**src/rtl/enc_pkg.sv**
```systemverilog
// ============================================================================
//  Module      : enc_pkg
//  Description : Shared constants and types for the encoder input conditioner.
//                Holds the default debounce interval, the idle level of the
//                active-low pushbutton, and the quadrature state encodings
//                used by the optional x4 decoder.
//  Revision    : 1.0  initial release
// ============================================================================
`default_nettype none

package enc_pkg;

  localparam int unsigned DEBOUNCE_CYCLES_DEFAULT = 50000;
  localparam int unsigned CNT_W_DEFAULT           = 16;

  // The pushbutton is active-low, so its released (idle) level is 1.
  localparam logic PB_IDLE = 1'b1;
  // Encoder phases idle low.
  localparam logic AB_IDLE = 1'b0;

  // Quadrature state, encoded as {A,B}. Clockwise order is
  // 00 -> 10 -> 11 -> 01 -> 00 (A leading B).
  typedef enum logic [1:0] {
    QS_00 = 2'b00,
    QS_10 = 2'b10,
    QS_11 = 2'b11,
    QS_01 = 2'b01
  } quad_state_e;

  localparam quad_state_e QUAD_RESET_STATE = QS_00;

  // Next state one clockwise step after s.
  function automatic quad_state_e quad_cw_next(input quad_state_e s);
    quad_state_e n;
    case (s)
      QS_00:   n = QS_10;
      QS_10:   n = QS_11;
      QS_11:   n = QS_01;
      default: n = QS_00;
    endcase
    return n;
  endfunction

endpackage

`default_nettype wire

```
**src/rtl/encoder_input_conditioner_if.sv**
```systemverilog
// ============================================================================
//  Module      : encoder_input_conditioner_if
//  Description : Signal bundle between the raw encoder/pushbutton pins and the
//                downstream counter stage.
//                master : drives A_raw, B_raw, PB_raw; observes conditioned
//                         outputs.
//                slave  : the conditioner itself; samples the raw pins and
//                         drives A, B, PB, pb_press, pb_release, step_cw,
//                         step_ccw, quad_err.
//  Revision    : 1.0  initial release
// ============================================================================
`default_nettype none

interface encoder_input_conditioner_if;

  logic A_raw;
  logic B_raw;
  logic PB_raw;

  logic A;
  logic B;
  logic PB;
  logic pb_press;
  logic pb_release;
  logic step_cw;
  logic step_ccw;
  logic quad_err;

  modport master (
    output A_raw, B_raw, PB_raw,
    input  A, B, PB, pb_press, pb_release, step_cw, step_ccw, quad_err
  );

  modport slave (
    input  A_raw, B_raw, PB_raw,
    output A, B, PB, pb_press, pb_release, step_cw, step_ccw, quad_err
  );

endinterface

`default_nettype wire

```
**src/rtl/debounce_channel.sv**
```systemverilog
// ============================================================================
//  Module      : debounce_channel
//  Description : One conditioned input: 2-flop synchronizer followed by a
//                stability counter. The debounced level only moves after the
//                synchronized value has disagreed with it for DEBOUNCE_CYCLES
//                consecutive cycles.
//  Ports       : clk      - rising-edge clock
//                reset    - asynchronous, active-high reset
//                raw_i    - raw asynchronous input
//                level_o  - synchronized, debounced level
//  Parameters  : RESET_LEVEL, DEBOUNCE_CYCLES (1..65535), CNT_W
//  Revision    : 1.0  initial release
// ============================================================================
`default_nettype none

module debounce_channel
  import enc_pkg::*;
#(
  parameter logic        RESET_LEVEL     = 1'b0,
  parameter int unsigned DEBOUNCE_CYCLES = DEBOUNCE_CYCLES_DEFAULT,
  parameter int unsigned CNT_W           = CNT_W_DEFAULT
) (
  input  logic clk,
  input  logic reset,
  input  logic raw_i,
  output logic level_o
);

  localparam logic [CNT_W-1:0] CNT_LAST = CNT_W'(DEBOUNCE_CYCLES - 1);
  localparam logic [CNT_W-1:0] CNT_ONE  = CNT_W'(1);

  logic             sync1_q;
  logic             sync2_q;
  logic             level_q;
  logic             level_d;
  logic [CNT_W-1:0] cnt_q;
  logic [CNT_W-1:0] cnt_d;

  // The counter holds the number of consecutive disagreeing cycles already
  // seen; on the DEBOUNCE_CYCLES-th one the level is accepted instead of
  // counting further, so the counter tops out at DEBOUNCE_CYCLES-1.
  always_comb begin
    level_d = level_q;
    cnt_d   = '0;
    if (sync2_q != level_q) begin
      if (cnt_q == CNT_LAST) begin
        level_d = sync2_q;
      end else begin
        cnt_d = cnt_q + CNT_ONE;
      end
    end
  end

  always_ff @(posedge clk or posedge reset) begin
    if (reset) begin
      sync1_q <= RESET_LEVEL;
      sync2_q <= RESET_LEVEL;
      level_q <= RESET_LEVEL;
      cnt_q   <= '0;
    end else begin
      sync1_q <= raw_i;
      sync2_q <= sync1_q;
      level_q <= level_d;
      cnt_q   <= cnt_d;
    end
  end

  assign level_o = level_q;

endmodule

`default_nettype wire

```
**src/rtl/encoder_input_conditioner.sv**
```systemverilog
// ============================================================================
//  Module      : encoder_input_conditioner
//  Description : Conditions the raw A/B encoder phases and the active-low
//                pushbutton: synchronize, debounce, and derive single-cycle
//                press/release pulses. Optionally decodes x4 quadrature steps.
//  Ports       : clk    - rising-edge clock
//                reset  - asynchronous, active-high reset
//                enc    - encoder_input_conditioner_if.slave
//                         in : A_raw, B_raw, PB_raw
//                         out: A, B, PB, pb_press, pb_release,
//                              step_cw, step_ccw, quad_err
//  Parameters  : DEBOUNCE_CYCLES (1..65535), CNT_W
//  Build macro : ENC_COND_QUAD_DECODE_EN - when defined, compiles in the
//                quadrature decoder; otherwise step_cw/step_ccw/quad_err are
//                tied low and no decoder flops exist.
//  Revision    : 1.0  initial release
// ============================================================================
`default_nettype none

module encoder_input_conditioner
  import enc_pkg::*;
#(
  parameter int unsigned DEBOUNCE_CYCLES = DEBOUNCE_CYCLES_DEFAULT,
  parameter int unsigned CNT_W           = CNT_W_DEFAULT
) (
  input  logic                              clk,
  input  logic                              reset,
  encoder_input_conditioner_if.slave        enc
);

  logic a_lvl;
  logic b_lvl;
  logic pb_lvl;
  logic pb_prev_q;

  debounce_channel #(
    .RESET_LEVEL     (AB_IDLE),
    .DEBOUNCE_CYCLES (DEBOUNCE_CYCLES),
    .CNT_W           (CNT_W)
  ) u_deb_a (
    .clk     (clk),
    .reset   (reset),
    .raw_i   (enc.A_raw),
    .level_o (a_lvl)
  );

  debounce_channel #(
    .RESET_LEVEL     (AB_IDLE),
    .DEBOUNCE_CYCLES (DEBOUNCE_CYCLES),
    .CNT_W           (CNT_W)
  ) u_deb_b (
    .clk     (clk),
    .reset   (reset),
    .raw_i   (enc.B_raw),
    .level_o (b_lvl)
  );

  debounce_channel #(
    .RESET_LEVEL     (PB_IDLE),
    .DEBOUNCE_CYCLES (DEBOUNCE_CYCLES),
    .CNT_W           (CNT_W)
  ) u_deb_pb (
    .clk     (clk),
    .reset   (reset),
    .raw_i   (enc.PB_raw),
    .level_o (pb_lvl)
  );

  assign enc.A  = a_lvl;
  assign enc.B  = b_lvl;
  assign enc.PB = pb_lvl;

  // Previous debounced PB level. Both operands are flop outputs, so the
  // pulses are clean and coincide with the first cycle of the new level.
  // Resetting to the idle level keeps the reset release pulse-free.
  always_ff @(posedge clk or posedge reset) begin
    if (reset) begin
      pb_prev_q <= PB_IDLE;
    end else begin
      pb_prev_q <= pb_lvl;
    end
  end

  assign enc.pb_press   =  pb_prev_q & ~pb_lvl;
  assign enc.pb_release = ~pb_prev_q &  pb_lvl;

`ifdef ENC_COND_QUAD_DECODE_EN
  quad_state_e ab_cur;
  quad_state_e prev_q;
  logic        cw_d;
  logic        ccw_d;
  logic        err_d;
  logic        cw_q;
  logic        ccw_q;
  logic        err_q;

  assign ab_cur = quad_state_e'({a_lvl, b_lvl});

  // A double-bit change skips a state and cannot be attributed to a
  // direction, so it is flagged as an error and counted as neither step.
  always_comb begin
    cw_d  = (ab_cur == quad_cw_next(prev_q));
    ccw_d = (prev_q == quad_cw_next(ab_cur));
    err_d = ((prev_q ^ ab_cur) == 2'b11);
  end

  always_ff @(posedge clk or posedge reset) begin
    if (reset) begin
      prev_q <= QUAD_RESET_STATE;
      cw_q   <= 1'b0;
      ccw_q  <= 1'b0;
      err_q  <= 1'b0;
    end else begin
      prev_q <= ab_cur;
      cw_q   <= cw_d;
      ccw_q  <= ccw_d;
      err_q  <= err_d;
    end
  end

  assign enc.step_cw  = cw_q;
  assign enc.step_ccw = ccw_q;
  assign enc.quad_err = err_q;
`else
  assign enc.step_cw  = 1'b0;
  assign enc.step_ccw = 1'b0;
  assign enc.quad_err = 1'b0;
`endif

endmodule

`default_nettype wire

```
**src/flat_wrapper.sv**
```systemverilog
// flat-port wrapper written by rule: the top's interface ports become plain ports
module encoder_input_conditioner_flat import enc_pkg::*;
#(
  parameter int unsigned DEBOUNCE_CYCLES = DEBOUNCE_CYCLES_DEFAULT,
  parameter int unsigned CNT_W           = CNT_W_DEFAULT
)
  (clk, reset, enc_A_raw, enc_B_raw, enc_PB_raw, enc_A, enc_B, enc_PB, enc_pb_press, enc_pb_release, enc_step_cw, enc_step_ccw, enc_quad_err);
  encoder_input_conditioner_if enc_i ();
  input  logic clk;
  input  logic reset;
  input wire logic [$bits(enc_i.A_raw)-1:0] enc_A_raw;
  input wire logic [$bits(enc_i.B_raw)-1:0] enc_B_raw;
  input wire logic [$bits(enc_i.PB_raw)-1:0] enc_PB_raw;
  output wire logic [$bits(enc_i.A)-1:0] enc_A;
  output wire logic [$bits(enc_i.B)-1:0] enc_B;
  output wire logic [$bits(enc_i.PB)-1:0] enc_PB;
  output wire logic [$bits(enc_i.pb_press)-1:0] enc_pb_press;
  output wire logic [$bits(enc_i.pb_release)-1:0] enc_pb_release;
  output wire logic [$bits(enc_i.step_cw)-1:0] enc_step_cw;
  output wire logic [$bits(enc_i.step_ccw)-1:0] enc_step_ccw;
  output wire logic [$bits(enc_i.quad_err)-1:0] enc_quad_err;
  assign enc_i.A_raw = enc_A_raw;
  assign enc_i.B_raw = enc_B_raw;
  assign enc_i.PB_raw = enc_PB_raw;
  assign enc_A = enc_i.A;
  assign enc_B = enc_i.B;
  assign enc_PB = enc_i.PB;
  assign enc_pb_press = enc_i.pb_press;
  assign enc_pb_release = enc_i.pb_release;
  assign enc_step_cw = enc_i.step_cw;
  assign enc_step_ccw = enc_i.step_ccw;
  assign enc_quad_err = enc_i.quad_err;
  encoder_input_conditioner #(.DEBOUNCE_CYCLES(DEBOUNCE_CYCLES), .CNT_W(CNT_W)) u_core (.clk(clk), .reset(reset), .enc(enc_i));
endmodule
```
**config.mk**
```make
export PLATFORM = sky130hd
export DESIGN_NAME = encoder_input_conditioner_flat
export DESIGN_NICKNAME = d
export VERILOG_FILES = /design/src/rtl/enc_pkg.sv /design/src/rtl/encoder_input_conditioner_if.sv /design/src/rtl/debounce_channel.sv /design/src/rtl/encoder_input_conditioner.sv /design/src/flat_wrapper.sv
export SDC_FILE = /design/constraint.sdc
export NUM_CORES = 1
export LEC_CHECK = 0
export BUFFER_PORTS_ARGS = -buffer_cell sky130_fd_sc_hd__buf_2
export CORE_MARGIN = 2
export CORE_UTILIZATION = 35
export DETAILED_ROUTE_END_ITERATION = 12
export HOLD_SLACK_MARGIN = 0.12
export PLACE_DENSITY = 0.56
export REMOVE_ABC_BUFFERS = 1
export SKIP_CTS_REPAIR_TIMING = 1
export SLEW_MARGIN = 10
export SYNTH_ARGS = -nofsm -noshare
export SYNTH_HDL_FRONTEND = slang
export SYNTH_SLANG_ARGS = --single-unit
```
**constraint.sdc**
```tcl
create_clock -name clk -period 4.5 [get_ports clk]
set_input_delay 0 -clock clk [delete_from_list [all_inputs] [get_ports clk]]
set_output_delay 0 -clock clk [all_outputs]
set_load 0.01 [all_outputs]
```
Word level (Yosys, flattened, before mapping) --
Index checks and enable logic that the tools add are counted.
Storage, ports and cells: flip-flop bits (word level) 58, input bits 5, output and inout bits 8, logic and storage cells 35
Operators by class: $add $sub $neg 3, equality and inequality tests 6, mux-type cells 6, bitwise gates (word level) 4, reduce and logical (&&, ||, !) cells 3
Operator list (count):
- 16-bit 2-to-1 mux | 6
- 16-bit by 1-bit adder with 16-bit output (second input constant) | 3
- 16-bit equality test (second input constant) | 3
- 2-bit AND reduction | 3
- 1-bit inequality test | 3
- 1-bit AND | 2
- 1-bit inverter | 2

Longest topological paths before layout --
Gate-level depths: netlist of run 1.
depth in word-level cells 3, depth in mapped cells 6, depth with buffers taken out 5

Cells and area by module --
Synthesis of run 1 repeated with hierarchy kept, for this count alone.
Second synthesis, totals: cells, all modules 260, area, all modules 2965.3 um^2
Modules (own cells, without submodules):
- debounce_channel (u_core.u_deb_a ...) | times used 2, cells an instance 84, area each 963.4 um^2, seq. area each 475.5 um^2
- debounce_channel (u_core.u_deb_pb) | times used 1, cells an instance 84, area each 967.2 um^2, seq. area each 479.2 um^2
- encoder_input_conditioner | times used 1, cells an instance 8, area each 71.3 um^2, seq. area each 26.3 um^2

Least setup slack after synthesis of run 1 --
Ideal clock, no wire load.
path type flip-flop to flip-flop, from register u_core.u_deb_pb.cnt_q[0], to register u_core.u_deb_pb.level_q, in the netlist u_core.u_deb_pb.level_o, library setup time 82 ps, arrival time 1636 ps, required time 4418 ps, setup slack 2782 ps, stages on the path, launching flop included 5, path buffers 0, clock period less this slack 1718 ps, cells stage by stage dfrtp_1 > ha_1 > nand3_1 > or4_4 > mux2_4
Between the ends: cells in the longest elaborated chain, start to end 2
RTL lines:
- start: declaration | line debounce_channel.sv:36 | logic [CNT_W-1:0] cnt_q;
- start signal: assignment | line debounce_channel.sv:64 | cnt_q <= cnt_d;
- 16-bit equality test | line debounce_channel.sv:46 | if (cnt_q == CNT_LAST) begin
- 2-bit AND reduction (no source line)
- end signal: assignment | line debounce_channel.sv:63 | level_q <= level_d;
- end: declaration | line debounce_channel.sv:34 | logic level_q;
Every way passes these cells. A chain may end at the register's enable or synchronous reset.

Worst setup path in the final report of run 1 --
from register u_core.u_deb_b.cnt_q[12], to register u_core.u_deb_b.cnt_q[14]
Between the ends: cells in the longest elaborated chain, start to end 3, elaborated cells between the ends (all ways) 4, those cells by class add/sub: 1; eq/ne: 1; mux: 2
RTL lines:
- start: declaration | line debounce_channel.sv:36
- start signal: assignment | line debounce_channel.sv:64
- 16-bit by 1-bit adder with 16-bit output / 16-bit equality test (equally long branches) | line debounce_channel.sv:49, debounce_channel.sv:46
- 16-bit 2-to-1 mux * | line debounce_channel.sv:46
- 16-bit 2-to-1 mux * | line debounce_channel.sv:45 | if (sync2_q != level_q) begin
- via u_core.u_deb_b.cnt_d[14] | line debounce_channel.sv:37 | logic [CNT_W-1:0] cnt_d;
Mark *: on every way through the listed nets, which the timed path passes. The rest lies on a longest branch.

==> impl_metrics.env, run 1 <==
export IMPL_status="completed"
export IMPL_ir_worst_vdd_mv=0.220
export IMPL_h_tree_depth=3
export IMPL_finalWirelength_mm=4.63
export IMPL_worst_setup_path_end_kind="flop"
export IMPL_r2r_slack_ps=2480
export IMPL_cp_max_fo=16
export IMPL_power_density_nw_per_um2=333
export IMPL_wl_per_cell_um=11.9
export IMPL_grt_setup_unrepaired="no"
export IMPL_vias_per_cell=4.75
export IMPL_ys_flop_type="dfrtp_1"
export IMPL_final_common_cell="nor2_1"
export IMPL_ant_nets=0
export IMPL_fin_crit_sh_pct=45.0
export IMPL_drive_gt1_share_pct=12.5
export IMPL_holdWs_ps=315
export IMPL_ys_types=34
export IMPL_startpoint_type="flop"
export IMPL_clockBufferDepth=2
export IMPL_core_sq_um=7650
export IMPL_dp_hpwl_mm=3.10
export IMPL_drtPass1Iterations=4
export IMPL_cts_tree="done"
export IMPL_p_leak_nw=1.28
export IMPL_antennaDiodeCount=0
export IMPL_synth_area_mux_share_pct=1.37
export IMPL_hp_class="in -> reg"
export IMPL_reg2reg_to="u_core.u_deb_b.cnt_q[14]$_DFF_PP0_"
export IMPL_setup_tns_ps=0
export IMPL_synth_adder_area_share_pct=1.37
export IMPL_yosysWarnings=0
export IMPL_synth_top_cell_area_share_pct=49.5
export IMPL_startpoint="u_core.u_deb_b.cnt_q[12]$_DFF_PP0_"
export IMPL_slew_headroom_pct=41.1
export IMPL_holdPathStages=2
export IMPL_max_clock_freq_ghz=0.494
export IMPL_mostFrequentLayoutCells="56 x nor2_1, 54 x dfrtp_1, 31 x xnor2_1"
export IMPL_routed_via_count=1849
export IMPL_min_period_ps=2020
export IMPL_dieArea_sq_um=8530
export IMPL_gp_congestion=0.730
export IMPL_clock_sinks=58
export IMPL_drv_slew=0
export IMPL_insertion_delay_ps=330
export IMPL_start_util_pct=35.7
export IMPL_drv_cap=0
export IMPL_clock_skew_ps=11.0
export IMPL_yosysSeqAreaShare_pct=53.3
export IMPL_cp_endpoint="u_core.u_deb_b.cnt_q[14]$_DFF_PP0_"
export IMPL_antenna_found_initial=0
export IMPL_numPortBuffers=9
export IMPL_drt_drc_violations_left=0
export IMPL_grt_first_pass_wirelength_mm=8.26
export IMPL_synthXorXnorAreaFrac_pct=14.1
export IMPL_crit_type="reg -> reg"
export IMPL_die_y_um=92.4
export IMPL_synth_compound_area_share_pct=2.47
export IMPL_grt_use_total_pct=12.3
export IMPL_rows=32
export IMPL_p_total_mw=1.03
export IMPL_grt_overflow=0
export IMPL_clk_pin_slew_ps=60
export IMPL_grt_pass1_vias=1846
export IMPL_synth_seq_cells=58
export IMPL_timing_worst_slew_pin_value_ps=881
export IMPL_synth_largest_area_cell="dfrtp_1"
export IMPL_fill_cells=738
export IMPL_area_growth_pct=13.6
export IMPL_cts_buffers=9
export IMPL_synthArstFlopShare_pct=100
export IMPL_syn_cell_area_sq_um=2730
export IMPL_yosys_area_share_simple_pct=24.5
export IMPL_ios=13
export IMPL_synth_area_leaders="dfrtp_1 49%, xnor2_1 9.9%, nor2_1 7.7%"
export IMPL_crit_arrival_ps=2190
export IMPL_r2r_start="u_core.u_deb_b.cnt_q[12]$_DFF_PP0_"
export IMPL_crit_required_ps=4670
export IMPL_finalSetupViolCount=0
export IMPL_worstRegToRegCells=4
export IMPL_die_w_um=92.4
export IMPL_cts_root_buf="clkbuf_8"
export IMPL_synth_top_family_by_area="simple AND/OR/NAND/NOR gates"
export IMPL_dr_first_iter_drc_count=64
export IMPL_hold_viol=0
export IMPL_avgSynthCellArea_sq_um=10.4
export IMPL_synthCells=262
export IMPL_grt_max_degree=59
export IMPL_synth_edff_count=0
export IMPL_nets=290
## cell usage after synthesis (2+ instances only)
| library cell | number |
|---|---|
| and3_1 | 2 |
| and4_1 | 3 |
| buf_4 | 3 |
| clkbuf_1 | 2 |
| dfrtp_1 | 54 |
| dfstp_2 | 4 |
| ha_1 | 3 |
| inv_1 | 8 |
| mux2_2 | 2 |
| nand2_1 | 16 |
| nand3_1 | 15 |
| nand4_1 | 11 |
| nor2_1 | 56 |
| nor2b_1 | 2 |
| nor3_1 | 8 |
| nor4_1 | 11 |
| nor4bb_1 | 2 |
| o41ai_4 | 2 |
| xnor2_1 | 31 |
| xor2_1 | 13 |
## per-layer routing
| metal | vias to the layer above | wire (um) | global-route usage (%) |
|---|---|---|---|
| met5 | - | 0 | 0 |
| met4 | 0 | 53 | 3.98 |
| met3 | 8 | 171 | 4.88 |
| met2 | 27 | 2040 | 18.6 |
| met1 | 890 | 2370 | 16.2 |
| li1 | 924 | - | - |
## logic make-up (layout without fill, tap and decap cells)
logic type	count (synthesis)	count (layout)
and+or+nand+nor	134	134
DFF	58	58
xor gates and xnor gates	44	44
buffers and inverters	15	38
AOI/OAI and AO/OA	4	4
adders and majority gates	3	3
muxes	3	3
other	1	3
## final cells by class
class | instances | area, sq um | share of cell area, %
tap | 102 | 128 | 4.11
clock inverter | 3 | 40.0 | 1.29
sequential | 58 | 1460 | 46.9
multi-input combinational | 191 | 1210 | 38.9
inverter | 8 | 30.0 | 0.968
timing repair buffer | 14 | 92.6 | 2.98
clock buffer | 13 | 149 | 4.80
## where the power goes
| group | internal (mW) | total, mW | switching (mW) |
|---|---|---|---|
| registers | 0.532 | 0.540 | 0.00779 |
| clock network | 0.270 | 0.458 | 0.188 |
| logic | 0.0125 | 0.0359 | 0.0234 |
| total | 0.814 | 1.03 | 0.219 |
## flip-flops by register name (all words and copies together), names as in the netlist
name and flops:
u_core.pb_prev_q 1, u_core.u_deb_a.cnt_q 16, u_core.u_deb_a.level_o 1, u_core.u_deb_a.sync1_q 1, u_core.u_deb_a.sync2_q 1, u_core.u_deb_b.cnt_q 16
u_core.u_deb_b.level_o 1, u_core.u_deb_b.sync1_q 1, u_core.u_deb_b.sync2_q 1, u_core.u_deb_pb.cnt_q 16, u_core.u_deb_pb.level_o 1, u_core.u_deb_pb.sync1_q 1
u_core.u_deb_pb.sync2_q 1
## worst max-delay path, stage by stage, from the launching register on
cell	delay, ps
dfrtp_1	420
nor4_1	280
nand3_1	180
o41ai_4	850
nor2_1	130
## through the flow
stage	cell area (sq um)	std cells	util [%]	worst slack, ps
global placement	2870	369	37.6	2500
floorplan	2690	257	-	2780
global route	3100	389	40.6	2240
finish	3100	389	40.6	2480
detailed placement	2870	369	37.6	2480
CTS	3060	385	40.1	2460
## worst min-delay path by stage
stage	from	end	slack, ps
detailed placement	enc_PB_raw	u_core.u_deb_pb.sync1_q$_DFF_PP1_	110
global placement	enc_PB_raw	u_core.u_deb_pb.sync1_q$_DFF_PP1_	110
finish	enc_PB_raw	u_core.u_deb_pb.sync1_q$_DFF_PP1_	310
global route	enc_A_raw	u_core.u_deb_a.sync1_q$_DFF_PP0_	310
CTS	enc_PB_raw	u_core.u_deb_pb.sync1_q$_DFF_PP1_	-250
floorplan	enc_PB_raw	u_core.u_deb_pb.sync1_q$_DFF_PP1_	4
(Power assumes the default switching activity.)
==> run 2, diff against run 1 <==
--- a/config.mk
+++ b/config.mk
@@ -10,7 +10,7 @@
 export CORE_UTILIZATION = 35
 export DETAILED_ROUTE_END_ITERATION = 12
 export HOLD_SLACK_MARGIN = 0.12
-export PLACE_DENSITY = 0.56
+export PLACE_DENSITY = 0.58
 export REMOVE_ABC_BUFFERS = 1
 export SKIP_CTS_REPAIR_TIMING = 1
 export SLEW_MARGIN = 10
==> constraint.sdc (replaced) <==
create_clock -name clk -period 1.7 [get_ports clk]
set_input_delay 0 -clock clk [delete_from_list [all_inputs] [get_ports clk]]
set_output_delay 0 -clock clk [all_outputs]
set_load 0.01 [all_outputs]
==> impl_metrics.env, run 2 (synthesized netlist as in run 1, its figures left out) <==
export IMPL_status="completed"
export IMPL_gp_congestion=0.805
export IMPL_grt_overflow=0
export IMPL_clock_sinks=58
export IMPL_startpoint_type="flop"
export IMPL_mostFrequentLayoutCells="54 x dfrtp_1, 52 x nor2_1, 31 x xnor2_1"
export IMPL_worst_setup_path_end_kind="flop"
export IMPL_antenna_found_initial=0
export IMPL_die_y_um=92.4
export IMPL_antennaDiodeCount=0
export IMPL_rows=32
export IMPL_cts_root_buf="clkbuf_8"
export IMPL_crit_arrival_ps=1920
export IMPL_crit_path_max_incr_delay_ps=400
export IMPL_hp_class="in -> async"
export IMPL_grt_max_degree=33
export IMPL_drt_drc_violations_left=0
export IMPL_finalWirelength_mm=5.23
export IMPL_drv_slew=0
export IMPL_ir_worst_vdd_mv=0.397
export IMPL_clk_pin_slew_ps=70
export IMPL_cts_tree="done"
export IMPL_grt_pass1_vias=1957
export IMPL_p_total_mw=2.86
export IMPL_crit_required_ps=1930
export IMPL_clock_skew_ps=8.92
export IMPL_insertion_delay_ps=340
export IMPL_vias_per_cell=4.75
export IMPL_place_ws_ps=24.1
export IMPL_dp_hpwl_mm=3.49
export IMPL_finalSetupViolCount=0
export IMPL_final_common_cell="dfrtp_1"
export IMPL_numPortBuffers=9
export IMPL_cp_max_fo=6
export IMPL_ant_nets=0
export IMPL_clockBufferDepth=2
export IMPL_power_density_nw_per_um2=840
export IMPL_reg_top3="u_core.u_deb_a.cnt_q (16), u_core.u_deb_b.cnt_q (16), u_core.u_deb_pb.cnt_q (16)"
export IMPL_min_period_ps=1690
export IMPL_crit_cells=6
export IMPL_drtPass1Iterations=4
export IMPL_ios=13
export IMPL_core_sq_um=7650
export IMPL_hold_viol=0
export IMPL_crit_type="reg -> reg"
export IMPL_fin_crit_sh_pct=99.5
export IMPL_start_util_pct=35.7
export IMPL_worst_path_most_repeated_cell="buf_4"
export IMPL_die_w_um=92.4
export IMPL_drive_gt1_share_pct=24.6
export IMPL_p_leak_nw=1.42
export IMPL_path_cells="nor4b_2 > nand2_1 > buf_4 > o41ai_4 > buf_4 > nor2_1"
export IMPL_h_tree_depth=3
export IMPL_nets=316
export IMPL_worstRegToRegCells=6
export IMPL_grt_setup_unrepaired="yes"
export IMPL_wl_per_cell_um=12.6
export IMPL_cts_buffers=9
export IMPL_slowest_stage="o41ai_4"
export IMPL_crit_buf_inv=2
export IMPL_max_clock_freq_ghz=0.591
export IMPL_drv_cap=0
export IMPL_fin_ws_ps=8.55
export IMPL_area_growth_pct=24.4
export IMPL_dieArea_sq_um=8530
export IMPL_grt_first_pass_wirelength_mm=8.82
export IMPL_dr_first_iter_drc_count=64
export IMPL_grt_use_total_pct=13.1
export IMPL_holdWs_ps=134
export IMPL_routed_via_count=1972
export IMPL_path_delay_family="simple AND/OR/NAND/NOR gates"
==> run 2: cell count changes in the layout (fill, tap and decap cells not counted), moves of 2 or more <==
cell and change:
buf_4 +21, nor2_1 -4, nor2_2 +4, buf_12 +2
clkbuf_1 -3, nand3_1 -3, buf_6 +3, nor4_2 +3
nand3_2 +3, nor4_1 -3
==> run 2: path summary, 6_finish.rpt <==
| check | start | slack [ps] | endpoint |
|---|---|---|---|
| max | u_core.u_deb_pb.cnt_q[7]$_DFF_PP0_ | 9 | u_core.u_deb_pb.cnt_q[7]$_DFF_PP0_ |
| min | reset | 130 | u_core.u_deb_a.sync2_q$_DFF_PP0_ |
| max reg2reg | u_core.u_deb_pb.cnt_q[7]$_DFF_PP0_ | 9 | u_core.u_deb_pb.cnt_q[7]$_DFF_PP0_ |
| min reg2reg | u_core.u_deb_a.sync1_q$_DFF_PP0_ | 360 | u_core.u_deb_a.sync2_q$_DFF_PP0_ |
| max in group asynchronous | reset | 1050 | u_core.u_deb_b.cnt_q[9]$_DFF_PP0_ |
| min in group clk | enc_PB_raw | 300 | u_core.u_deb_pb.sync1_q$_DFF_PP1_ |
==> run 2: layer usage <==
| layer | GRT usage [%] | up-vias | routed length (um) |
|---|---|---|---|
| li1 | - | 979 | - |
| met2 | 19.7 | 22 | 2360 |
| met4 | 7.71 | 0 | 150 |
| met5 | 0 | - | 0 |
| met3 | 2.93 | 12 | 152 |
| met1 | 17.4 | 959 | 2570 |
==> run 2: per-stage QoR <==
stage	area, sq um	setup TNS (ps)	std cells	util (%)
5_1_grt	3400	-620	415	44.4
6_report	3400	0	415	44.4
2_1_floorplan	2690	-191	257	-
3_5_place_dp	3060	0	390	40.0
3_3_place_gp	3060	0	390	40.0
4_1_cts	3260	0	406	42.6
==> run 2: area by class of cell <==
type,count,area (sq um)
Clock inverter,5,52.6
Clock buffer,11,151
Inverter,8,30.0
Sequential cell,58,1460
Multi-Input combinational cell,191,1260
Tap cell,102,128
Fill cell,754,4250
Timing Repair Buffer,40,324
==> run 2: worst register-to-register path: stages (launching register included) <==
cell and delay [ps]:
dfrtp_1 390, nor4b_2 270, nand2_1 100, buf_4 150, o41ai_4 400, buf_4 220, nor2_1 50
==> run 2: power breakdown <==
| part | internal [mW] | switching [mW] |
|---|---|---|
| logic | 0.0562 | 0.0722 |
| clock network | 0.748 | 0.551 |
| registers | 1.41 | 0.0217 |
==> run 3, diff against run 2 <==
--- a/config.mk
+++ b/config.mk
@@ -11,7 +11,6 @@
 export DETAILED_ROUTE_END_ITERATION = 12
 export HOLD_SLACK_MARGIN = 0.12
 export PLACE_DENSITY = 0.58
-export REMOVE_ABC_BUFFERS = 1
 export SKIP_CTS_REPAIR_TIMING = 1
 export SLEW_MARGIN = 10
 export SYNTH_ARGS = -nofsm -noshare
==> impl_metrics.env, run 3 (synthesized netlist as in run 1, its figures left out) <==
export IMPL_hp_class="in -> async"
export IMPL_core_sq_um=7650
export IMPL_fin_ws_ps=16.1
export IMPL_finalWirelength_mm=5.04
export IMPL_p_total_mw=2.81
export IMPL_dp_cells=389
export IMPL_grt_use_total_pct=13.1
export IMPL_rows=32
export IMPL_die_w_um=92.4
export IMPL_crit_arrival_ps=1930
export IMPL_finalNonFillerCells=409
export IMPL_drt_drc_violations_left=0
export IMPL_grt_overflow=0
export IMPL_min_period_ps=1680
export IMPL_power_density_nw_per_um2=851
export IMPL_start_util_pct=35.7
export IMPL_fill_cells=731
export IMPL_grt_setup_unrepaired="yes"
export IMPL_ant_nets=0
export IMPL_drv_cap=0
export IMPL_drtPass1Iterations=4
export IMPL_worst_setup_path_end_kind="flop"
export IMPL_die_y_um=92.4
export IMPL_crit_type="reg -> reg"
export IMPL_clock_sinks=58
export IMPL_clockBufferDepth=2
export IMPL_grt_max_degree=33
export IMPL_final_util_pct=43.2
export IMPL_cp_max_fo=2
export IMPL_fin_crit_sh_pct=99.1
export IMPL_finalSetupViolCount=0
export IMPL_hold_viol=0
export IMPL_mostFrequentLayoutCells="56 x nor2_1, 54 x dfrtp_1, 31 x xnor2_1"
export IMPL_setup_tns_ps=0
export IMPL_dr_first_iter_drc_count=45
export IMPL_vias_per_cell=4.75
export IMPL_status="completed"
export IMPL_antenna_found_initial=0
export IMPL_grt_first_pass_wirelength_mm=8.84
export IMPL_h_tree_depth=3
export IMPL_area_growth_pct=20.8
export IMPL_nets=310
export IMPL_cts_root_buf="clkbuf_8"
export IMPL_p_leak_nw=1.39
export IMPL_numPortBuffers=9
export IMPL_ios=13
export IMPL_ir_worst_vdd_mv=0.408
export IMPL_clock_skew_ps=7.97
export IMPL_final_common_cell="nor2_1"
export IMPL_drive_gt1_share_pct=20.2
export IMPL_gp_congestion=0.796
export IMPL_routed_via_count=1942
export IMPL_reg_top3="u_core.u_deb_a.cnt_q (16), u_core.u_deb_b.cnt_q (16), u_core.u_deb_pb.cnt_q (16)"
export IMPL_dieArea_sq_um=8530
export IMPL_cts_tree="done"
export IMPL_antennaDiodeCount=0
export IMPL_grt_pass1_vias=1987
export IMPL_drv_slew=0
export IMPL_crit_required_ps=1950
export IMPL_place_ws_ps=-24.0
export IMPL_dp_hpwl_mm=3.46
export IMPL_wl_per_cell_um=12.3
export IMPL_startpoint_type="flop"
export IMPL_max_clock_freq_ghz=0.594
export IMPL_clk_pin_slew_ps=60
export IMPL_cts_buffers=9
export IMPL_insertion_delay_ps=320
## run 3: cell types whose count changed in the layout (fill, tap and decap cells not counted), moves of 2 or more
cell / previous run / this run
nor2_1: 52 / 56
nor2_2: 4 / 0
buf_6: 3 / 0
buf_4: 22 / 20
clkbuf_1: 0 / 2
## run 3: worst paths after layout
path,start,endpoint,slack [ps],cells after the start
worst max-delay path,u_core.u_deb_pb.cnt_q[4]$_DFF_PP0_,u_core.u_deb_pb.level_o$_DFFE_PP1P_,20,4
worst min-delay path,reset,u_core.u_deb_pb.cnt_q[2]$_DFF_PP0_,210,3
worst max register to register,u_core.u_deb_pb.cnt_q[4]$_DFF_PP0_,u_core.u_deb_pb.level_o$_DFFE_PP1P_,20,4
worst min register to register,u_core.u_deb_a.sync1_q$_DFF_PP0_,u_core.u_deb_a.sync2_q$_DFF_PP0_,350,0
max in group asynchronous,reset,u_core.u_deb_pb.sync2_q$_DFF_PP1_,920,4
min in group clk,enc_A_raw,u_core.u_deb_a.sync1_q$_DFF_PP0_,320,2
## run 3: area by class of cell
type	instances	area, sq um	share of cell area (%)
clock inverter	3	40.0	1.21
clock buffer	13	159	4.81
inverter	8	30.0	0.910
sequential	58	1460	44.1
multi-input combinational	191	1230	37.3
timing repair buffer	34	255	7.73
tap	102	128	3.87
## run 3: per-layer routing
metal | wire length [um] | global-route usage [%] | up-vias | part of all wire [%]
met3 | 102 | 2.85 | 4 | 2.0
li1 | - | - | 969 | -
met4 | 58 | 7.96 | 0 | 1.2
met1 | 2510 | 16.7 | 949 | 50
met2 | 2380 | 20.5 | 20 | 47
met5 | 0 | 0 | - | 0
## run 3: stage by stage
stage | hold WS [ps] | area (sq um)
2_1_floorplan | 4.48 | 2750
3_3_place_gp | 3.49 | 3040
3_5_place_dp | 10.7 | 3040
4_1_cts | -347 | 3240
5_1_grt | 247 | 3300
6_report | 209 | 3300
## run 3: report_power, final
part	total (mW)	switching [mW]	internal (mW)
Clock	1.26	0.511	0.753
Sequential	1.43	0.0200	1.41
Combinational	0.116	0.0680	0.0480
## run 3: worst max-delay path, cell delays in order (launching register included)
cell	delay, ps
dfrtp_1	380
nor4b_2	280
nand2_1	140
or4_4	510
mux2_4	300
